--- config.mk ---
export PLATFORM = sky130hd
export DESIGN_NAME = nibbler_phase_sequencer_flat
export DESIGN_NICKNAME = d
export VERILOG_FILES = /design/src/rtl/nibbler_phase_sequencer_pkg.sv /design/src/rtl/nibbler_phase_sequencer_if.sv /design/src/rtl/nibbler_phase_sequencer_bp_unit.sv /design/src/rtl/nibbler_phase_sequencer.sv /design/src/flat_wrapper.sv
export SDC_FILE = /design/constraint.sdc
export NUM_CORES = 1
export LEC_CHECK = 0
export ABC_AREA = 1
export BUFFER_PORTS_ARGS = -buffer_cell sky130_fd_sc_hd__buf_4
export CORE_ASPECT_RATIO = 0.6
export CORE_MARGIN = 2
export CORE_UTILIZATION = 53
export CTS_CLUSTER_DIAMETER = 40
export CTS_CLUSTER_SIZE = 16
export DETAILED_ROUTE_END_ITERATION = 7
export GPL_ROUTABILITY_DRIVEN = 0
export PLACE_DENSITY = 0.84
export SLEW_MARGIN = 25
export SYNTH_ARGS = -nofsm -noshare
export SYNTH_HDL_FRONTEND = slang
export SYNTH_SLANG_ARGS = --single-unit
--- constraint.sdc ---
create_clock -name i_clock -period 2.3 [get_ports i_clock]
set_clock_uncertainty 0.05 [all_clocks]
set_input_delay 0.345 -clock i_clock [delete_from_list [all_inputs] [get_ports i_clock]]
set_output_delay 0.345 -clock i_clock [all_outputs]
set_load 0.02 [all_outputs]
--- src/rtl/nibbler_phase_sequencer_pkg.sv ---
// Shared types for the Nibbler fetch/execute sequencer.
package nibbler_phase_sequencer_pkg;

    typedef enum logic [1:0] {
        S_INIT,
        S_HALTED,
        S_FETCH,
        S_EXEC
    } seq_state_t;

    localparam logic PH_FETCH = 1'b0;
    localparam logic PH_EXEC  = 1'b1;

endpackage

--- src/rtl/nibbler_phase_sequencer_if.sv ---
// Debug/board-side control and datapath-side phase signals of the sequencer.
interface nibbler_phase_sequencer_if #(
    parameter int unsigned ADDR_W = 12,
    parameter int unsigned CNT_W  = 16
);
    logic              run;
    logic              halt;
    logic              step;
    logic              bpEnable;
    logic [ADDR_W-1:0] bpAddr;
    logic [ADDR_W-1:0] pc;
    logic              ph;
    logic              loadIR;
    logic              cpuEn;
    logic              halted;
    logic              bpHit;
    logic [CNT_W-1:0]  instrCount;

    modport master (
        output run, halt, step, bpEnable, bpAddr, pc,
        input  ph, loadIR, cpuEn, halted, bpHit, instrCount
    );

    modport slave (
        input  run, halt, step, bpEnable, bpAddr, pc,
        output ph, loadIR, cpuEn, halted, bpHit, instrCount
    );
endinterface

--- src/rtl/nibbler_phase_sequencer_bp_unit.sv ---
// PC breakpoint compare with the skip flag (lets a resumed fetch pass its own breakpoint)
// and the sticky hit indicator.
module nibbler_phase_sequencer_bp_unit #(
    parameter int unsigned ADDR_W = 12
) (
    input  logic              i_clock,
    input  logic              i_reset,
    input  logic              i_in_fetch,
    input  logic              i_set_skip,
    input  logic              i_clr_skip,
    input  logic              i_bp_enable,
    input  logic [ADDR_W-1:0] i_bp_addr,
    input  logic [ADDR_W-1:0] i_pc,
    output logic              o_bp_match,
    output logic              o_bp_hit
);
    logic r_bp_skip;
    logic r_bp_hit;

    assign o_bp_match = i_bp_enable && (i_pc == i_bp_addr) && !r_bp_skip;
    assign o_bp_hit   = r_bp_hit;

    always_ff @(posedge i_clock) begin
        if (i_reset) begin
            r_bp_skip <= 1'b0;
            r_bp_hit  <= 1'b0;
        end else if (i_set_skip) begin
            r_bp_skip <= 1'b1;
            r_bp_hit  <= 1'b0;
        end else begin
            if (i_clr_skip) r_bp_skip <= 1'b0;
            if (i_in_fetch && o_bp_match) r_bp_hit <= 1'b1;
        end
    end
endmodule

--- src/rtl/nibbler_phase_sequencer.sv ---
// Fetch/execute phase sequencer with run/halt/single-step control, PC breakpoint and
// retired-instruction counter.
module nibbler_phase_sequencer
    import nibbler_phase_sequencer_pkg::*;
#(
    parameter int unsigned ADDR_W        = 12,
    parameter int unsigned CNT_W         = 16,
    parameter int unsigned RESET_CYCLES  = 2,
    parameter bit          START_RUNNING = 1'b1
) (
    input logic                     i_clock,
    input logic                     i_reset,
    nibbler_phase_sequencer_if.slave bus
);
    localparam int unsigned INIT_W = (RESET_CYCLES > 1) ? $clog2(RESET_CYCLES) : 1;
    localparam logic [INIT_W-1:0] INIT_LAST = INIT_W'(RESET_CYCLES - 1);

    seq_state_t         r_state;
    logic [INIT_W-1:0]  r_init_cnt;
    logic               r_ph;
    logic               r_halted;
    logic               r_halt_pend;
    logic               r_step_mode;
    logic [CNT_W-1:0]   r_instr_count;

    logic w_in_fetch;
    logic w_in_exec;
    logic w_leave_halted;
    logic w_bp_match;
    logic w_bp_hit;
    logic w_go;

    assign w_in_fetch     = (r_state == S_FETCH);
    assign w_in_exec      = (r_state == S_EXEC);
    assign w_leave_halted = (r_state == S_HALTED) && (bus.run || bus.step);
    assign w_go           = w_in_fetch && !w_bp_match;

    nibbler_phase_sequencer_bp_unit #(
        .ADDR_W (ADDR_W)
    ) u_bp_unit (
        .i_clock     (i_clock),
        .i_reset     (i_reset),
        .i_in_fetch  (w_in_fetch),
        .i_set_skip  (w_leave_halted),
        .i_clr_skip  (w_in_exec),
        .i_bp_enable (bus.bpEnable),
        .i_bp_addr   (bus.bpAddr),
        .i_pc        (bus.pc),
        .o_bp_match  (w_bp_match),
        .o_bp_hit    (w_bp_hit)
    );

    // Breakpoint is taken before the fetch, so loadIR/cpuEn are Mealy on the match.
    assign bus.ph         = r_ph;
    assign bus.loadIR     = w_go;
    assign bus.cpuEn      = w_go || w_in_exec;
    assign bus.halted     = r_halted;
    assign bus.bpHit      = w_bp_hit;
    assign bus.instrCount = r_instr_count;

    always_ff @(posedge i_clock) begin
        if (i_reset) begin
            r_state       <= S_INIT;
            r_init_cnt    <= '0;
            r_ph          <= PH_FETCH;
            r_halted      <= 1'b1;
            r_halt_pend   <= 1'b0;
            r_step_mode   <= 1'b0;
            r_instr_count <= '0;
        end else begin
            unique case (r_state)
                S_INIT: begin
                    if (bus.halt) r_halt_pend <= 1'b1;
                    if (r_init_cnt == INIT_LAST) begin
                        if (START_RUNNING && !r_halt_pend) begin
                            r_state  <= S_FETCH;
                            r_halted <= 1'b0;
                        end else begin
                            r_state     <= S_HALTED;
                            r_halt_pend <= 1'b0;
                        end
                    end else begin
                        r_init_cnt <= r_init_cnt + 1'b1;
                    end
                end
                S_FETCH: begin
                    if (bus.halt) r_halt_pend <= 1'b1;
                    if (w_bp_match) begin
                        r_state     <= S_HALTED;
                        r_halted    <= 1'b1;
                        r_halt_pend <= 1'b0;
                        r_step_mode <= 1'b0;
                    end else begin
                        r_state <= S_EXEC;
                        r_ph    <= PH_EXEC;
                    end
                end
                S_EXEC: begin
                    r_instr_count <= r_instr_count + 1'b1;
                    r_ph          <= PH_FETCH;
                    if (bus.halt) r_halt_pend <= 1'b1;
                    if (r_halt_pend || r_step_mode) begin
                        r_state     <= S_HALTED;
                        r_halted    <= 1'b1;
                        r_halt_pend <= 1'b0;
                        r_step_mode <= 1'b0;
                    end else begin
                        r_state <= S_FETCH;
                    end
                end
                S_HALTED: begin
                    // run dominates step; halt is ignored while halted
                    if (bus.run || bus.step) begin
                        r_state     <= S_FETCH;
                        r_halted    <= 1'b0;
                        r_step_mode <= !bus.run;
                    end
                end
            endcase
        end
    end
endmodule
--- src/flat_wrapper.sv ---
// flat-port wrapper written by rule: the top's interface ports become plain ports
module nibbler_phase_sequencer_flat import nibbler_phase_sequencer_pkg::*;
#(
    parameter int unsigned ADDR_W        = 12,
    parameter int unsigned CNT_W         = 16,
    parameter int unsigned RESET_CYCLES  = 2,
    parameter bit          START_RUNNING = 1'b1
)
  (i_clock, i_reset, bus_run, bus_halt, bus_step, bus_bpEnable, bus_bpAddr, bus_pc, bus_ph, bus_loadIR, bus_cpuEn, bus_halted, bus_bpHit, bus_instrCount);
  nibbler_phase_sequencer_if #(.ADDR_W(ADDR_W), .CNT_W(CNT_W)) bus_i ();
  input logic i_clock;
  input logic i_reset;
  input wire logic [$bits(bus_i.run)-1:0] bus_run;
  input wire logic [$bits(bus_i.halt)-1:0] bus_halt;
  input wire logic [$bits(bus_i.step)-1:0] bus_step;
  input wire logic [$bits(bus_i.bpEnable)-1:0] bus_bpEnable;
  input wire logic [$bits(bus_i.bpAddr)-1:0] bus_bpAddr;
  input wire logic [$bits(bus_i.pc)-1:0] bus_pc;
  output wire logic [$bits(bus_i.ph)-1:0] bus_ph;
  output wire logic [$bits(bus_i.loadIR)-1:0] bus_loadIR;
  output wire logic [$bits(bus_i.cpuEn)-1:0] bus_cpuEn;
  output wire logic [$bits(bus_i.halted)-1:0] bus_halted;
  output wire logic [$bits(bus_i.bpHit)-1:0] bus_bpHit;
  output wire logic [$bits(bus_i.instrCount)-1:0] bus_instrCount;
  assign bus_i.run = bus_run;
  assign bus_i.halt = bus_halt;
  assign bus_i.step = bus_step;
  assign bus_i.bpEnable = bus_bpEnable;
  assign bus_i.bpAddr = bus_bpAddr;
  assign bus_i.pc = bus_pc;
  assign bus_ph = bus_i.ph;
  assign bus_loadIR = bus_i.loadIR;
  assign bus_cpuEn = bus_i.cpuEn;
  assign bus_halted = bus_i.halted;
  assign bus_bpHit = bus_i.bpHit;
  assign bus_instrCount = bus_i.instrCount;
  nibbler_phase_sequencer #(.ADDR_W(ADDR_W), .CNT_W(CNT_W), .RESET_CYCLES(RESET_CYCLES), .START_RUNNING(START_RUNNING)) u_core (.i_clock(i_clock), .i_reset(i_reset), .bus(bus_i));
endmodule
[After elaboration in Yosys (flattened, before gate mapping)]
Index checks and enable logic that the tools add are counted.
Cells by class
  $add $sub $neg: 2
  eq/ne operators: 10
  muxes and demuxes: 27
  reduce and logical (&&, ||, !) cells: 21
Operators with widths (number)
  $mux W1: 17
  $add A16 B1 Y16 const B: 1
  $eq A12 B12 Y1: 1
  $mux W2: 5
  $ne A2 B2 Y1 const B: 4
  $pmux W2 S4: 1
  $pmux W1 S3: 2
  $reduce_bool A3 Y1: 2
  $logic_and A1 B1 Y1: 5
  $reduce_and A5 Y1: 1
  $eq A2 B2 Y1 const B: 2
  $ne A2 B1 Y1 const B: 2
  $pmux W1 S4: 1
  $reduce_and A2 Y1: 2
  $reduce_and A4 Y1: 1
  $reduce_bool A2 Y1: 2
  $logic_not A1 Y1: 3
  $logic_or A1 B1 Y1: 3
  $eq A2 B1 Y1 const B: 1
  $logic_not A2 Y1: 1
  $pmux W1 S2: 1
  $reduce_or A2 Y1: 1
  $add A1 B1 Y1 const B: 1
Storage, ports and cells
  register bits: 25
  bits of input ports: 30
  output and inout bits: 21

[Longest topological paths before layout]
Gate-level depths: netlist of run 1.
  word-level depth: 6
  mapped depth: 12

[Cells and area by module]
From an unflattened synthesis of run 1, not the netlist that was laid out.
Unflattened totals
  cell total of the unflattened synthesis: 258
  area, all modules: 1535.2 um^2
By module, submodules not included
  nibbler_phase_sequencer: times used 1, cells an instance 171, area each 1131.1 um^2, sequential area each 460.4 um^2
  nibbler_phase_sequencer_bp_unit: times used 1, cells an instance 87, area each 404.1 um^2, sequential area each 40.0 um^2

[Least setup slack after synthesis of run 1]
Ideal clock, no wire load.
  kind: register -> register
  start point: reg u_core.r_instr_count[0] (netlist: u_core.bus.instrCount[0])
  end point: reg u_core.r_instr_count[14] (netlist: u_core.bus.instrCount[14])
  arrival: 1.535 ns
  required time: 2.133 ns
  slack: 0.598 ns
  cell stages (with the launch flop): 9
  buffers on the path: 0
  clock period less this slack: 1.702 ns
  cell sequence: dfxtp_1 ha_1 nand3_1 nor3_4 nand3_2 nor2_2 nand2_2 o21ai_0 nor2_1
Between the ends
  word-level cells in the longest chain between the ends: 1
RTL lines
  start, declared: line nibbler_phase_sequencer.sv:24  | logic [CNT_W-1:0] r_instr_count;
  start signal, assigned: line nibbler_phase_sequencer.sv:99  | r_instr_count <= r_instr_count + 1'b1;
  $add A16 B1 Y16: line nibbler_phase_sequencer.sv:99
Every way passes these cells.
A chain may end at the register's enable or synchronous reset.

[Worst setup path after layout of run 1]
  start point: reg u_core.u_bp_unit.r_bp_skip
  end point: out bus_cpuEn
Between the ends
  word-level cells in the longest chain between the ends: 5
RTL lines
  start, declared: line nibbler_phase_sequencer_bp_unit.sv:17  | logic r_bp_skip;
  start signal, assigned: line nibbler_phase_sequencer_bp_unit.sv:25  | r_bp_skip <= 1'b0;
  start signal, assigned: line nibbler_phase_sequencer_bp_unit.sv:28  | r_bp_skip <= 1'b1;
  start signal, assigned: line nibbler_phase_sequencer_bp_unit.sv:31  | if (i_clr_skip) r_bp_skip <= 1'b0;
  $logic_not A1 Y1: line nibbler_phase_sequencer_bp_unit.sv:20  | assign o_bp_match = i_bp_enable && (i_pc == i_bp_addr) && !r_bp_skip;
  $logic_and A1 B1 Y1: line nibbler_phase_sequencer_bp_unit.sv:20
  $logic_not A1 Y1: line nibbler_phase_sequencer.sv:36  | assign w_go = w_in_fetch && !w_bp_match;
  $logic_and A1 B1 Y1: line nibbler_phase_sequencer.sv:36
  $logic_or A1 B1 Y1: line nibbler_phase_sequencer.sv:56  | assign bus.cpuEn = w_go || w_in_exec;
  end, declared: line flat_wrapper.sv:21  | output wire logic [$bits(bus_i.cpuEn)-1:0] bus_cpuEn;
Every way passes these cells.

==> impl_metrics.xml, run 1 <==
<?xml version="1.0" encoding="UTF-8"?>
<metrics>
  <group name="status">
    <metric name="status" unit="">complete, no violations</metric>
  </group>
  <group name="cells_and_area">
    <metric name="antenna_cells_inserted" unit="">0</metric>
    <metric name="final_layout_size_suffix_gt1_frac" unit="">0.242</metric>
    <metric name="area_added_between_synthesis_and_finish" unit="%">31.9</metric>
    <metric name="filler_cell_count" unit="">208</metric>
    <metric name="number_of_nets_in_the_final_layout" unit="">305</metric>
    <metric name="finish.instance_area" unit="um2">1890</metric>
  </group>
  <group name="drt">
    <metric name="post_drt_wl_per_cell" unit="um">10.9</metric>
    <metric name="drcViolationCount" unit="">0</metric>
    <metric name="detail_route.wirelength" unit="um">3330</metric>
    <metric name="initialDrtViolationCount" unit="">97</metric>
    <metric name="via_per_inst" unit="">4.74</metric>
    <metric name="drtAntennaViolNets" unit="">0</metric>
    <metric name="dr_total_vias" unit="">1447</metric>
    <metric name="drt_first_pass_iters" unit="">4</metric>
  </group>
  <group name="synthesis">
    <metric name="synthDominantAreaCellType" unit="">sky130_fd_sc_hd__dfxtp_1</metric>
    <metric name="post_synth_and_or_nand_nor_area_fraction" unit="">0.374</metric>
    <metric name="post_synth_xor_xnor_area" unit="">0.0184</metric>
    <metric name="synth_nets" unit="">251</metric>
    <metric name="largest_family_of_logic_cells_by_synthesized_area" unit="">simple AND/OR/NAND/NOR gates</metric>
    <metric name="synth-seq-cells" unit="">25</metric>
    <metric name="synth_cell_types" unit="">29</metric>
    <metric name="synth_sequential_area_ratio" unit="">0.350</metric>
    <metric name="synth-compound-area-share" unit="">0.122</metric>
    <metric name="synth_top_flop_cell" unit="">sky130_fd_sc_hd__dfxtp_1</metric>
    <metric name="yosys_warnings" unit="">0</metric>
    <metric name="syn-instance-count" unit="">220</metric>
    <metric name="syn-mean-instance-area" unit="um2">6.50</metric>
    <metric name="synth-edff-count" unit="">0</metric>
    <metric name="postSynth.asyncResetShare" unit="">0</metric>
    <metric name="synth.cell_area" unit="um2">1430</metric>
    <metric name="yosys.area.top_type_share" unit="">0.350</metric>
    <metric name="synth.top_cells.by_area" unit="">sky130_fd_sc_hd__dfxtp_1 35%, sky130_fd_sc_hd__nand2_1 15%, sky130_fd_sc_hd__inv_1 12%</metric>
    <metric name="yosys.area_share.adder" unit="">0.00875</metric>
    <metric name="synth_mux_area_frac" unit="">0</metric>
  </group>
  <group name="placed_design">
    <metric name="portBuffers" unit="">50</metric>
    <metric name="hpwlAfterDp" unit="um">2680</metric>
    <metric name="post_dp_cell_area" unit="um2">1840</metric>
  </group>
  <group name="setup_path">
    <metric name="r2r-start" unit="">u_core.bus.instrCount[0]$_SDFFE_PP0P_</metric>
    <metric name="timing.critical_path.mode_cell" unit="">sky130_fd_sc_hd__nand2_1</metric>
    <metric name="worst-path-stages" unit="">9</metric>
    <metric name="critPathSlowestCell" unit="">sky130_fd_sc_hd__dfxtp_1</metric>
    <metric name="startpoint_class" unit="">flop</metric>
    <metric name="rr_worst_depth" unit="">8</metric>
    <metric name="critical_path_buf_inv_count" unit="">2</metric>
    <metric name="critical-path-top-delay-family" unit="">simple AND/OR/NAND/NOR gates</metric>
    <metric name="worstPathCellList" unit="">inv_1 -&gt; nand2_1 -&gt; nor2_1 -&gt; nand3_1 -&gt; nor2_1 -&gt; nand2_1 -&gt; nand2_1 -&gt; nand2_1 -&gt; buf_4</metric>
    <metric name="critPathRequiredTime" unit="ns">1.90</metric>
    <metric name="ff2ff_setup_slack" unit="ns">0.48</metric>
    <metric name="critical_path.max_fanout" unit="">8</metric>
    <metric name="timing.critical_path.slowest_cell_delay" unit="ns">0.32</metric>
    <metric name="crit_path_class" unit="">flop to primary output</metric>
    <metric name="critical_path_data_arrival_time" unit="ns">1.53</metric>
    <metric name="cp-end-kind" unit="">primary output</metric>
    <metric name="r2r_end" unit="">u_core.bus.instrCount[14]$_SDFFE_PP0P_</metric>
  </group>
  <group name="floorplan">
    <metric name="pin_count" unit="">51</metric>
    <metric name="initial_utilization" unit="">0.563</metric>
    <metric name="placement_rows" unit="">14</metric>
    <metric name="floorplan.die_area" unit="um2">3140</metric>
    <metric name="core_region_area" unit="um2">2540</metric>
    <metric name="die_y" unit="um">44.2</metric>
    <metric name="fp.dieW" unit="um">71.1</metric>
  </group>
  <group name="timing">
    <metric name="period_minus_slack" unit="ns">1.93</metric>
    <metric name="worst_slew_margin_rel" unit="">0.662</metric>
    <metric name="finalSetupTns" unit="ns">0</metric>
    <metric name="tightest_slew" unit="ns">0.504</metric>
    <metric name="finalCritPeriodShare" unit="">0.838</metric>
    <metric name="final_max_slew_viol_count" unit="">0</metric>
    <metric name="final_worst_hold_slack" unit="ns">0.244</metric>
    <metric name="max_clock_freq" unit="MHz">519</metric>
    <metric name="setup_violations" unit="">0</metric>
    <metric name="rsz0062_at_grt" unit="">false</metric>
    <metric name="timing.final.hold_violations" unit="">0</metric>
  </group>
  <group name="global_routing">
    <metric name="grt_antenna_before_repair" unit="">0</metric>
    <metric name="overflow" unit="">0</metric>
    <metric name="grt.total_usage" unit="">0.223</metric>
    <metric name="grt_max_degree" unit="">20</metric>
    <metric name="wire_length_of_the_first_global_routing_pass" unit="um">5440</metric>
    <metric name="grt_pass1_vias" unit="">1215</metric>
  </group>
  <group name="min_path">
    <metric name="holdCritPathClass" unit="">primary input to flop</metric>
    <metric name="hold_depth" unit="">2</metric>
    <metric name="endpoint_with_the_worst_hold_slack" unit="">u_core.bus.ph$_SDFFE_PP0P_</metric>
    <metric name="hold_start" unit="">i_reset</metric>
  </group>
  <group name="clocking">
    <metric name="cts_htree_levels" unit="">1</metric>
    <metric name="cts_post_setup_buffers_inserted" unit="">0</metric>
    <metric name="tritoncts" unit="">built</metric>
    <metric name="clock_latency" unit="ns">0.27</metric>
    <metric name="path_clk_slew" unit="ns">0.09</metric>
    <metric name="cts_hold_repair.buffers" unit="">0</metric>
    <metric name="numClockSinks" unit="">25</metric>
    <metric name="cts.root.buffer_cell" unit="">sky130_fd_sc_hd__clkbuf_8</metric>
    <metric name="cts_resized" unit="">0</metric>
    <metric name="ctsLongestPathBuffers" unit="">2</metric>
    <metric name="cts_inserted_buffers" unit="">3</metric>
  </group>
  <group name="job">
    <metric name="max-cap-violations" unit="">0</metric>
  </group>
  <group name="power_and_ir_drop">
    <metric name="switchingPower" unit="mW">0.457</metric>
    <metric name="powerDensity" unit="nW/um2">663</metric>
    <metric name="internal_power" unit="mW">0.794</metric>
    <metric name="cellLeakagePower" unit="nW">1.04</metric>
    <metric name="pwr-share-comb" unit="">0.359</metric>
    <metric name="power.share.clock" unit="">0.207</metric>
    <metric name="seq_power_share" unit="">0.434</metric>
    <metric name="irDropWorstVdd" unit="uV">625</metric>
    <metric name="switching_part_of_the_total_power" unit="">0.365</metric>
  </group>
</metrics>
-- power groups by stage --
stage | logic [mW] | registers, mW | clock network, mW
CTS | 0.447 | 0.540 | 0.265
floorplan | 0.275 | 0.560 | 0
global placement | 0.441 | 0.547 | 0
global route | 0.506 | 0.545 | 0.281
finish | 0.450 | 0.543 | 0.259
detailed placement | 0.446 | 0.550 | 0
-- area by class of cell --
class	count	area (um2)	area share
Clock buffer	4	45.0	0.0239
Sequential cell	25	500	0.265
Inverter	47	179	0.0948
Timing Repair Buffer	50	375	0.199
Tap cell	32	40.0	0.0212
Multi-Input combinational cell	147	747	0.396
-- synth_stat cells (2+ instances only) --
library cell,instances
sky130_fd_sc_hd__a21oi_1,17
sky130_fd_sc_hd__a31oi_1,2
sky130_fd_sc_hd__dfxtp_1,25
sky130_fd_sc_hd__nand2_4,2
sky130_fd_sc_hd__inv_1,45
sky130_fd_sc_hd__nor3_2,2
sky130_fd_sc_hd__xnor2_1,3
sky130_fd_sc_hd__nor2_1,23
sky130_fd_sc_hd__nand2_2,2
sky130_fd_sc_hd__nand3_1,12
sky130_fd_sc_hd__o21ai_0,11
sky130_fd_sc_hd__nand2_1,58
sky130_fd_sc_hd__nor3_1,2
-- worst reg2reg max path: stages, from the launching register on --
cell and delay (ns):
sky130_fd_sc_hd__dfxtp_1 0.43, sky130_fd_sc_hd__ha_1 0.22, sky130_fd_sc_hd__nand3_1 0.17, sky130_fd_sc_hd__nor3_4 0.20, sky130_fd_sc_hd__nand3_2 0.15, sky130_fd_sc_hd__nor2_2 0.12, sky130_fd_sc_hd__nand2_2 0.09, sky130_fd_sc_hd__o21ai_0 0.19
sky130_fd_sc_hd__nor2_1 0.08
-- state kept, by name (all words and copies together), names as in the netlist --
name and count:
u_core.bus.halted 1, u_core.bus.instrCount 16, u_core.bus.ph 1, u_core.r_halt_pend 1
u_core.r_init_cnt 1, u_core.r_state 2, u_core.r_step_mode 1, u_core.u_bp_unit.o_bp_hit 1
u_core.u_bp_unit.r_bp_skip 1
-- cells by family after synthesis --
logic type               count (synthesis)
AO/OA/AOI/OAI                           33
XOR/XNOR                                 3
adder cells (fa/ha/maj)                  1
buffers and inverters                   48
flip-flops                              25
AND/OR/NAND/NOR                        110
-- metal layers --
| metal | track usage | up-vias | routed length [um] |
|---|---|---|---|
| met5 | 0 | - | 0 |
| met4 | 0.0453 | 0 | 21 |
| met3 | 0.0547 | 2 | 211 |
| met2 | 0.327 | 51 | 1380 |
| met1 | 0.336 | 604 | 1720 |
| li1 | - | 790 | - |
-- how the worst max path moves through the flow --
stage / end / slack, ns / start
after floorplan: u_core.bus.instrCount[14]$_SDFFE_PP0P_ / 0.60 / u_core.bus.instrCount[0]$_SDFFE_PP0P_
after global placement: bus_cpuEn / 0.57 / bus_pc[11]
after detailed placement: u_core.bus.instrCount[14]$_SDFFE_PP0P_ / 0.52 / u_core.bus.instrCount[0]$_SDFFE_PP0P_
after CTS: bus_cpuEn / 0.38 / u_core.u_bp_unit.r_bp_skip$_SDFFE_PP0P_
after global routing: bus_cpuEn / 0.23 / u_core.u_bp_unit.r_bp_skip$_SDFFE_PP0P_
final: bus_cpuEn / 0.37 / u_core.u_bp_unit.r_bp_skip$_SDFFE_PP0P_
-- cell usage in the layout (no fill, tap or decap), drive strengths merged, types with 2 or more instances in the layout --
master | Yosys | routed
nand2 | 62 | 62
buf | 0 | 50
inv | 46 | 46
nor2 | 26 | 26
dfxtp | 25 | 25
a21oi | 17 | 17
nand3 | 13 | 13
o21ai | 12 | 12
nor3 | 5 | 5
clkbuf | 1 | 4
xnor2 | 3 | 3
a31oi | 2 | 2
nand4 | 2 | 2
-- stage by stage --
stage	cells	util	worst slack (ns)	power, mW
6_report	305	0.743	0.373	1.25
5_1_grt	305	0.743	0.228	1.33
3_3_place_gp	301	0.725	0.566	0.987
3_5_place_dp	301	0.725	0.516	0.996
4_1_cts	305	0.743	0.377	1.25
2_1_floorplan	220	-	0.598	0.835
No activity file was read; power rests on OpenSTA's default activity.
==> run 2, diff against run 1 <==
Settings changed: ABC_AREA 1 to 0, CORE_UTILIZATION 53 to 43, PLACE_DENSITY 0.84 to 0.74.
Clock period 2.3 ns to 1.7 ns, I/O delays scaled along.
==> run 2 against run 1 <==
The flow now finishes with violations (setup timing). Hold slack better by 0.023 ns. Register-to-register slack worse by 0.41 ns. Combinational power is 23% higher. Final area up 8.6%. Final cell count is 14% lower. Synthesized area decreased by 7.0%. Synthesized cell count shrank 30%. Non-clock buffer count rose by 20. Worst setup slack got worse by 0.37 ns. Sequential cell count did not move. Die area rose by 14%. Clock power up 46%.
==> impl_metrics.xml, run 2 <==
<?xml version="1.0" encoding="UTF-8"?>
<metrics>
  <group name="cells_and_area">
    <metric name="most_frequent_standard_cell_in_the_layout_excluding_fill_and_tap_cells" unit="">sky130_fd_sc_hd__buf_4</metric>
    <metric name="largest_reg_flops" unit="">16</metric>
    <metric name="seqCellArea" unit="um2">500</metric>
    <metric name="antenna_cells_inserted" unit="">0</metric>
    <metric name="area_added_between_synthesis_and_finish" unit="%">54.0</metric>
    <metric name="most-common-layout-cells" unit="">63 x sky130_fd_sc_hd__buf_4, 25 x sky130_fd_sc_hd__dfxtp_1, 18 x sky130_fd_sc_hd__nor2_1</metric>
    <metric name="area_of_the_multi_input_gates" unit="um2">871</metric>
    <metric name="number_of_nets_in_the_final_layout" unit="">253</metric>
    <metric name="filler_cell_count" unit="">228</metric>
    <metric name="final_layout_size_suffix_gt1_frac" unit="">0.385</metric>
  </group>
  <group name="clocking">
    <metric name="clock_latency" unit="ns">0.28</metric>
    <metric name="cts.root.buffer_cell" unit="">sky130_fd_sc_hd__clkbuf_8</metric>
    <metric name="ctsLongestPathBuffers" unit="">2</metric>
    <metric name="tritoncts" unit="">built</metric>
    <metric name="path_clk_slew" unit="ns">0.09</metric>
    <metric name="cts_inserted_buffers" unit="">3</metric>
    <metric name="cts_htree_levels" unit="">1</metric>
    <metric name="numClockSinks" unit="">25</metric>
  </group>
  <group name="floorplan">
    <metric name="core_region_area" unit="um2">2910</metric>
    <metric name="placement_rows" unit="">15</metric>
    <metric name="floorplan.die_area" unit="um2">3570</metric>
    <metric name="pin_count" unit="">51</metric>
    <metric name="initial_utilization" unit="">0.457</metric>
    <metric name="fp.dieW" unit="um">75.8</metric>
    <metric name="die_y" unit="um">47.1</metric>
  </group>
  <group name="synthesis">
    <metric name="postSynth.asyncResetShare" unit="">0</metric>
    <metric name="synth_nets" unit="">185</metric>
    <metric name="synth_top_flop_cell" unit="">sky130_fd_sc_hd__dfxtp_1</metric>
    <metric name="synth.cell_area" unit="um2">1330</metric>
    <metric name="synthMostInstantiatedCell" unit="">sky130_fd_sc_hd__dfxtp_1</metric>
    <metric name="synthDominantAreaCellType" unit="">sky130_fd_sc_hd__dfxtp_1</metric>
    <metric name="synth_sequential_area_ratio" unit="">0.376</metric>
    <metric name="yosys_warnings" unit="">0</metric>
    <metric name="synth.top_cells.by_area" unit="">sky130_fd_sc_hd__dfxtp_1 38%, sky130_fd_sc_hd__xor2_1 13%, sky130_fd_sc_hd__nor2_1 5.1%</metric>
    <metric name="yosys.area.top_type_share" unit="">0.376</metric>
    <metric name="yosys-top-cells-count" unit="">25 x sky130_fd_sc_hd__dfxtp_1, 20 x sky130_fd_sc_hd__xor2_1, 18 x sky130_fd_sc_hd__nor2_1, 12 x sky130_fd_sc_hd__a21oi_1, 7 x sky130_fd_sc_hd__nand4_1</metric>
    <metric name="syn-instance-count" unit="">154</metric>
    <metric name="synth-seq-cells" unit="">25</metric>
    <metric name="synth-edff-count" unit="">0</metric>
    <metric name="syn-mean-instance-area" unit="um2">8.64</metric>
    <metric name="synth_cell_types" unit="">37</metric>
  </group>
  <group name="setup_path">
    <metric name="cp-end-kind" unit="">primary output</metric>
    <metric name="crit_path_class" unit="">primary input to primary output</metric>
    <metric name="startpoint_class" unit="">primary input</metric>
    <metric name="critical_path.max_fanout" unit="">3</metric>
    <metric name="critPathRequiredTime" unit="ns">1.39</metric>
    <metric name="critical_path_data_arrival_time" unit="ns">1.40</metric>
  </group>
  <group name="timing">
    <metric name="worst_slew_margin_rel" unit="">0.758</metric>
    <metric name="period_minus_slack" unit="ns">1.70</metric>
    <metric name="setup_violations" unit="">2</metric>
    <metric name="rsz0062_at_grt" unit="">true</metric>
    <metric name="timing.final.hold_violations" unit="">0</metric>
    <metric name="tightest_slew" unit="ns">0.362</metric>
    <metric name="final_max_slew_viol_count" unit="">0</metric>
    <metric name="finalCritPeriodShare" unit="">1.00</metric>
    <metric name="max_clock_freq" unit="MHz">588</metric>
    <metric name="final.setup.worst_slack" unit="ns">-0.000425</metric>
    <metric name="final_worst_hold_slack" unit="ns">0.267</metric>
  </group>
  <group name="global_routing">
    <metric name="grt_antenna_before_repair" unit="">0</metric>
    <metric name="wire_length_of_the_first_global_routing_pass" unit="um">5860</metric>
    <metric name="grt_max_degree" unit="">24</metric>
    <metric name="grt_pass1_vias" unit="">1307</metric>
    <metric name="overflow" unit="">0</metric>
    <metric name="grt.total_usage" unit="">0.222</metric>
  </group>
  <group name="drt">
    <metric name="drcViolationCount" unit="">0</metric>
    <metric name="drt_first_pass_iters" unit="">4</metric>
    <metric name="dr_total_vias" unit="">1448</metric>
    <metric name="drtAntennaViolNets" unit="">0</metric>
    <metric name="post_drt_wl_per_cell" unit="um">15.5</metric>
    <metric name="via_per_inst" unit="">5.51</metric>
    <metric name="initialDrtViolationCount" unit="">143</metric>
    <metric name="detail_route.wirelength" unit="um">4080</metric>
  </group>
  <group name="power_and_ir_drop">
    <metric name="powerDensity" unit="nW/um2">793</metric>
    <metric name="cellLeakagePower" unit="nW">0.865</metric>
    <metric name="internal_power" unit="mW">1.07</metric>
    <metric name="switching_part_of_the_total_power" unit="">0.340</metric>
    <metric name="seq_power_share" unit="">0.426</metric>
    <metric name="power.share.clock" unit="">0.233</metric>
    <metric name="finalPower" unit="mW">1.62</metric>
    <metric name="pwr-share-comb" unit="">0.341</metric>
    <metric name="irDropWorstVdd" unit="uV">357</metric>
    <metric name="switchingPower" unit="mW">0.553</metric>
  </group>
  <group name="status">
    <metric name="status" unit="">finished, violations left</metric>
    <metric name="violations" unit="">setup timing</metric>
  </group>
  <group name="placed_design">
    <metric name="portBuffers" unit="">50</metric>
    <metric name="hpwlAfterDp" unit="um">2800</metric>
  </group>
  <group name="job">
    <metric name="max-cap-violations" unit="">0</metric>
  </group>
  <group name="min_path">
    <metric name="holdCritPathClass" unit="">primary input to flop</metric>
  </group>
</metrics>
## run 2: changes by cell type in the layout (fill, tap and decap cells not counted), moves of 6 or more
cell / before / now
sky130_fd_sc_hd__nand4_1: 1 / 7
sky130_fd_sc_hd__inv_1: 45 / 5
sky130_fd_sc_hd__nand2_1: 58 / 5
sky130_fd_sc_hd__o21ai_0: 11 / 4
sky130_fd_sc_hd__buf_6: 0 / 6
sky130_fd_sc_hd__buf_4: 50 / 63
sky130_fd_sc_hd__nand3_1: 12 / 2
sky130_fd_sc_hd__xor2_1: 0 / 15
## run 2: timing repair
action                                  CTS  global route
resized for setup                         3            17
hold endpoints to repair                  0             0
setup buffers                             3             2
endpoints found under the setup margin    2             8
pin swaps                                 4            10
hold buffers                              0             0
## run 2: cells by family (layout without fill, tap and decap cells)
group	after synthesis	count (layout)	share of synthesized area
buffers and inverters	12	79	0.0376
AOI/OAI and AO/OA	35	35	0.176
adders and majority gates	1	1	0.00941
xor gates and xnor gates	21	21	0.138
muxes	1	1	0.00753
and+or+nand+nor	59	59	0.255
DFF	25	25	0.376
## run 2: area by class of cell
type                            count  area share
Sequential cell                    25       0.244
Multi-Input combinational cell    117       0.425
Tap cell                           42      0.0257
Inverter                            5     0.00916
Timing Repair Buffer               70       0.271
Clock buffer                        3      0.0202
Clock inverter                      1     0.00428
## run 2: final timing paths
check | cells past startpoint | endpoint | slack [ns] | start
min reg2reg | 2 | u_core.bus.instrCount[15]$_SDFFE_PP0P_ | 0.44 | u_core.bus.instrCount[15]$_SDFFE_PP0P_
min | 2 | u_core.bus.instrCount[5]$_SDFFE_PP0P_ | 0.27 | i_reset
max | 6 | bus_cpuEn | -0.0004 | bus_pc[0]
max reg2reg | 7 | u_core.bus.ph$_SDFFE_PP0P_ | 0.07 | u_core.u_bp_unit.r_bp_skip$_SDFFE_PP0P_
## run 2: power groups by stage
stage | Clock (mW) | Combinational [mW] | Sequential, mW
floorplan | 0 | 0.267 | 0.720
detailed placement | 0 | 0.480 | 0.701
finish | 0.378 | 0.554 | 0.693
global placement | 0 | 0.461 | 0.696
CTS | 0.376 | 0.488 | 0.687
global route | 0.400 | 0.593 | 0.697
## run 2: metrics by stage
stage | setup TNS [ns] | instance area, um2 | setup slack, ns | utilization | instances
global route | -0.179 | 2050 | -0.0704 | 0.704 | 263
finish | -0.000650 | 2050 | -0.000425 | 0.704 | 263
global placement | -0.0305 | 1840 | -0.0248 | 0.632 | 254
detailed placement | -0.113 | 1840 | -0.0665 | 0.632 | 254
floorplan | 0 | 1330 | 0.0107 | - | 154
CTS | 0 | 1930 | 0.000596 | 0.664 | 261
## run 2: critical path, stage by stage
cell	delay, ns
sky130_fd_sc_hd__buf_6	0.09
sky130_fd_sc_hd__xor2_2	0.18
sky130_fd_sc_hd__nor4_2	0.31
sky130_fd_sc_hd__nand4_1	0.20
sky130_fd_sc_hd__o21a_1	0.23
sky130_fd_sc_hd__buf_6	0.13
## run 2: per-layer routing
layer	GRT usage	vias to the layer above	wire length, um
li1	-	695	-
met1	0.269	670	1720
met2	0.395	71	1960
met3	0.0622	12	299
met4	0.0632	0	102
met5	0	-	0
==> run 3, diff against run 2 <==
Settings changed: PLACE_DENSITY 0.74 to default, PLACE_DENSITY_LB_ADDON from default to 0.12.
==> run 3 against run 2 <==
The flow still finishes with violations (setup timing). Count of clock-buffer cells in the layout up 1. Global-route usage down 1.6 points. First-iteration DRC count down 29%. Clock power down 7.7%. Critical path type unchanged. Largest cell class unchanged. Largest power group unchanged.
==> impl_metrics.xml, run 3 (same netlist as run 2, synthesis figures left out) <==
<?xml version="1.0" encoding="UTF-8"?>
<metrics>
  <group name="status">
    <metric name="status" unit="">finished, violations left</metric>
    <metric name="violations" unit="">setup timing</metric>
  </group>
  <group name="cells_and_area">
    <metric name="largest_reg_flops" unit="">16</metric>
    <metric name="finish.instance_area" unit="um2">1940</metric>
    <metric name="most_frequent_standard_cell_in_the_layout_excluding_fill_and_tap_cells" unit="">sky130_fd_sc_hd__buf_4</metric>
    <metric name="filler_cell_count" unit="">243</metric>
    <metric name="util_after_layout" unit="">0.667</metric>
    <metric name="most-common-layout-cells" unit="">61 x sky130_fd_sc_hd__buf_4, 25 x sky130_fd_sc_hd__dfxtp_1, 18 x sky130_fd_sc_hd__nor2_1</metric>
    <metric name="final_layout_size_suffix_gt1_frac" unit="">0.356</metric>
    <metric name="area_added_between_synthesis_and_finish" unit="%">45.9</metric>
    <metric name="number_of_nets_in_the_final_layout" unit="">248</metric>
    <metric name="antenna_cells_inserted" unit="">0</metric>
  </group>
  <group name="floorplan">
    <metric name="fp.dieW" unit="um">75.8</metric>
    <metric name="placement_rows" unit="">15</metric>
    <metric name="initial_utilization" unit="">0.457</metric>
    <metric name="floorplan.die_area" unit="um2">3570</metric>
    <metric name="pin_count" unit="">51</metric>
    <metric name="core_region_area" unit="um2">2910</metric>
    <metric name="die_y" unit="um">47.1</metric>
  </group>
  <group name="clocking">
    <metric name="tritoncts" unit="">built</metric>
    <metric name="cts.root.buffer_cell" unit="">sky130_fd_sc_hd__clkbuf_8</metric>
    <metric name="clock_latency" unit="ns">0.27</metric>
    <metric name="cts_inserted_buffers" unit="">3</metric>
    <metric name="cts_htree_levels" unit="">1</metric>
    <metric name="cts_hold_repair.buffers" unit="">0</metric>
    <metric name="path_clk_slew" unit="ns">0.08</metric>
    <metric name="ctsLongestPathBuffers" unit="">2</metric>
    <metric name="numClockSinks" unit="">25</metric>
  </group>
  <group name="timing">
    <metric name="final.setup.worst_slack" unit="ns">-0.00382</metric>
    <metric name="worst_slew_margin_rel" unit="">0.815</metric>
    <metric name="setup_violations" unit="">1</metric>
    <metric name="timing.final.hold_violations" unit="">0</metric>
    <metric name="rsz0062_at_grt" unit="">true</metric>
    <metric name="tightest_slew" unit="ns">0.274</metric>
    <metric name="finalCritPeriodShare" unit="">1.00</metric>
    <metric name="final_max_slew_viol_count" unit="">0</metric>
    <metric name="max_clock_freq" unit="MHz">587</metric>
    <metric name="period_minus_slack" unit="ns">1.70</metric>
  </group>
  <group name="setup_path">
    <metric name="crit_path_class" unit="">primary input to primary output</metric>
    <metric name="critical_path.max_fanout" unit="">3</metric>
    <metric name="startpoint_class" unit="">primary input</metric>
    <metric name="cp-end-kind" unit="">primary output</metric>
    <metric name="critical_path_data_arrival_time" unit="ns">1.40</metric>
    <metric name="critPathRequiredTime" unit="ns">1.39</metric>
  </group>
  <group name="global_routing">
    <metric name="wire_length_of_the_first_global_routing_pass" unit="um">5330</metric>
    <metric name="grt.total_usage" unit="">0.206</metric>
    <metric name="grt_antenna_before_repair" unit="">0</metric>
    <metric name="grt_pass1_vias" unit="">1151</metric>
    <metric name="grt_max_degree" unit="">24</metric>
    <metric name="overflow" unit="">0</metric>
  </group>
  <group name="power_and_ir_drop">
    <metric name="irDropWorstVdd" unit="uV">286</metric>
    <metric name="power.share.clock" unit="">0.226</metric>
    <metric name="pwr-share-comb" unit="">0.327</metric>
    <metric name="switchingPower" unit="mW">0.492</metric>
    <metric name="powerDensity" unit="nW/um2">795</metric>
    <metric name="seq_power_share" unit="">0.447</metric>
    <metric name="switching_part_of_the_total_power" unit="">0.319</metric>
    <metric name="cellLeakagePower" unit="nW">0.831</metric>
    <metric name="internal_power" unit="mW">1.05</metric>
  </group>
  <group name="min_path">
    <metric name="holdCritPathClass" unit="">primary input to flop</metric>
  </group>
  <group name="drt">
    <metric name="drcViolationCount" unit="">0</metric>
    <metric name="wl_met1" unit="um">1640</metric>
    <metric name="initialDrtViolationCount" unit="">102</metric>
    <metric name="via_per_inst" unit="">5.26</metric>
    <metric name="met2WireLength" unit="um">1470</metric>
    <metric name="route.met3.wl" unit="um">202</metric>
    <metric name="dr_total_vias" unit="">1356</metric>
    <metric name="drt_first_pass_iters" unit="">4</metric>
    <metric name="detail_route.wirelength" unit="um">3370</metric>
    <metric name="maxUsedRoutingLayer" unit="">met4</metric>
    <metric name="drtAntennaViolNets" unit="">0</metric>
    <metric name="post_drt_wl_per_cell" unit="um">13.1</metric>
  </group>
  <group name="placed_design">
    <metric name="hpwlAfterDp" unit="um">2620</metric>
    <metric name="post_dp_cell_area" unit="um2">1820</metric>
    <metric name="portBuffers" unit="">50</metric>
  </group>
  <group name="job">
    <metric name="max-cap-violations" unit="">0</metric>
  </group>
</metrics>
[run 3: layer usage]
layer / up-vias / GRT usage
met5: - / 0
met4: 0 / 0.0877
met3: 6 / 0.0515
met2: 51 / 0.300
met1: 615 / 0.293
li1: 684 / -
[run 3: what timing repair did]
item,CTS,global route
buffers inserted,1,1
gates resized for setup,8,4
endpoints found under the setup margin,3,6
pin swaps,7,4
[run 3: power by group through the flow]
stage                     logic, mW  registers, mW  clock network, mW
final                         0.505          0.689              0.349
after global routing          0.549          0.699              0.385
after CTS                     0.491          0.689              0.357
after detailed placement      0.471          0.700                  0
after global placement        0.460          0.698                  0
after floorplan               0.267          0.720                  0
[run 3: stage by stage]
step | total power, mW | TNS, ns | instances | worst slack (ns) | hold slack, ns
6_report | 1.54 | -0.00382 | 258 | -0.00382 | 0.275
2_1_floorplan | 0.987 | 0 | 154 | 0.0107 | 0.369
4_1_cts | 1.54 | 0 | 257 | 0.00147 | 0.268
5_1_grt | 1.63 | -0.0723 | 258 | -0.0458 | 0.285
3_3_place_gp | 1.16 | -0.0918 | 252 | -0.0565 | 0.416
3_5_place_dp | 1.17 | -0.101 | 252 | -0.0596 | 0.422
[run 3: critical path: stages]
cell and delay (ns):
sky130_fd_sc_hd__buf_4 0.11, sky130_fd_sc_hd__xor2_1 0.16, sky130_fd_sc_hd__nor4_1 0.28, sky130_fd_sc_hd__nand4_1 0.23
sky130_fd_sc_hd__o21a_1 0.23, sky130_fd_sc_hd__buf_6 0.13
[run 3: area by class of cell]
| cell class | instances | area, um2 | share of cell area |
|---|---|---|---|
| clock buffers | 4 | 45.0 | 0.0232 |
| flip-flops and latches | 25 | 500 | 0.258 |
| repair buffers | 65 | 503 | 0.259 |
| inverters | 5 | 18.8 | 0.00967 |
| multi-input cells | 117 | 821 | 0.423 |
| well taps | 42 | 52.6 | 0.0271 |
[run 3: path summary, 6_finish.rpt]
path / startpoint / endpoint / slack [ns] / cells after the start
hold reg to reg: u_core.bus.ph$_SDFFE_PP0P_ / u_core.bus.ph$_SDFFE_PP0P_ / 0.43 / 1
setup / recovery: bus_bpAddr[9] / bus_cpuEn / -0.004 / 6
setup reg to reg: u_core.bus.instrCount[3]$_SDFFE_PP0P_ / u_core.bus.instrCount[15]$_SDFFE_PP0P_ / 0.11 / 4
hold / removal: i_reset / u_core.bus.instrCount[4]$_SDFFE_PP0P_ / 0.27 / 2
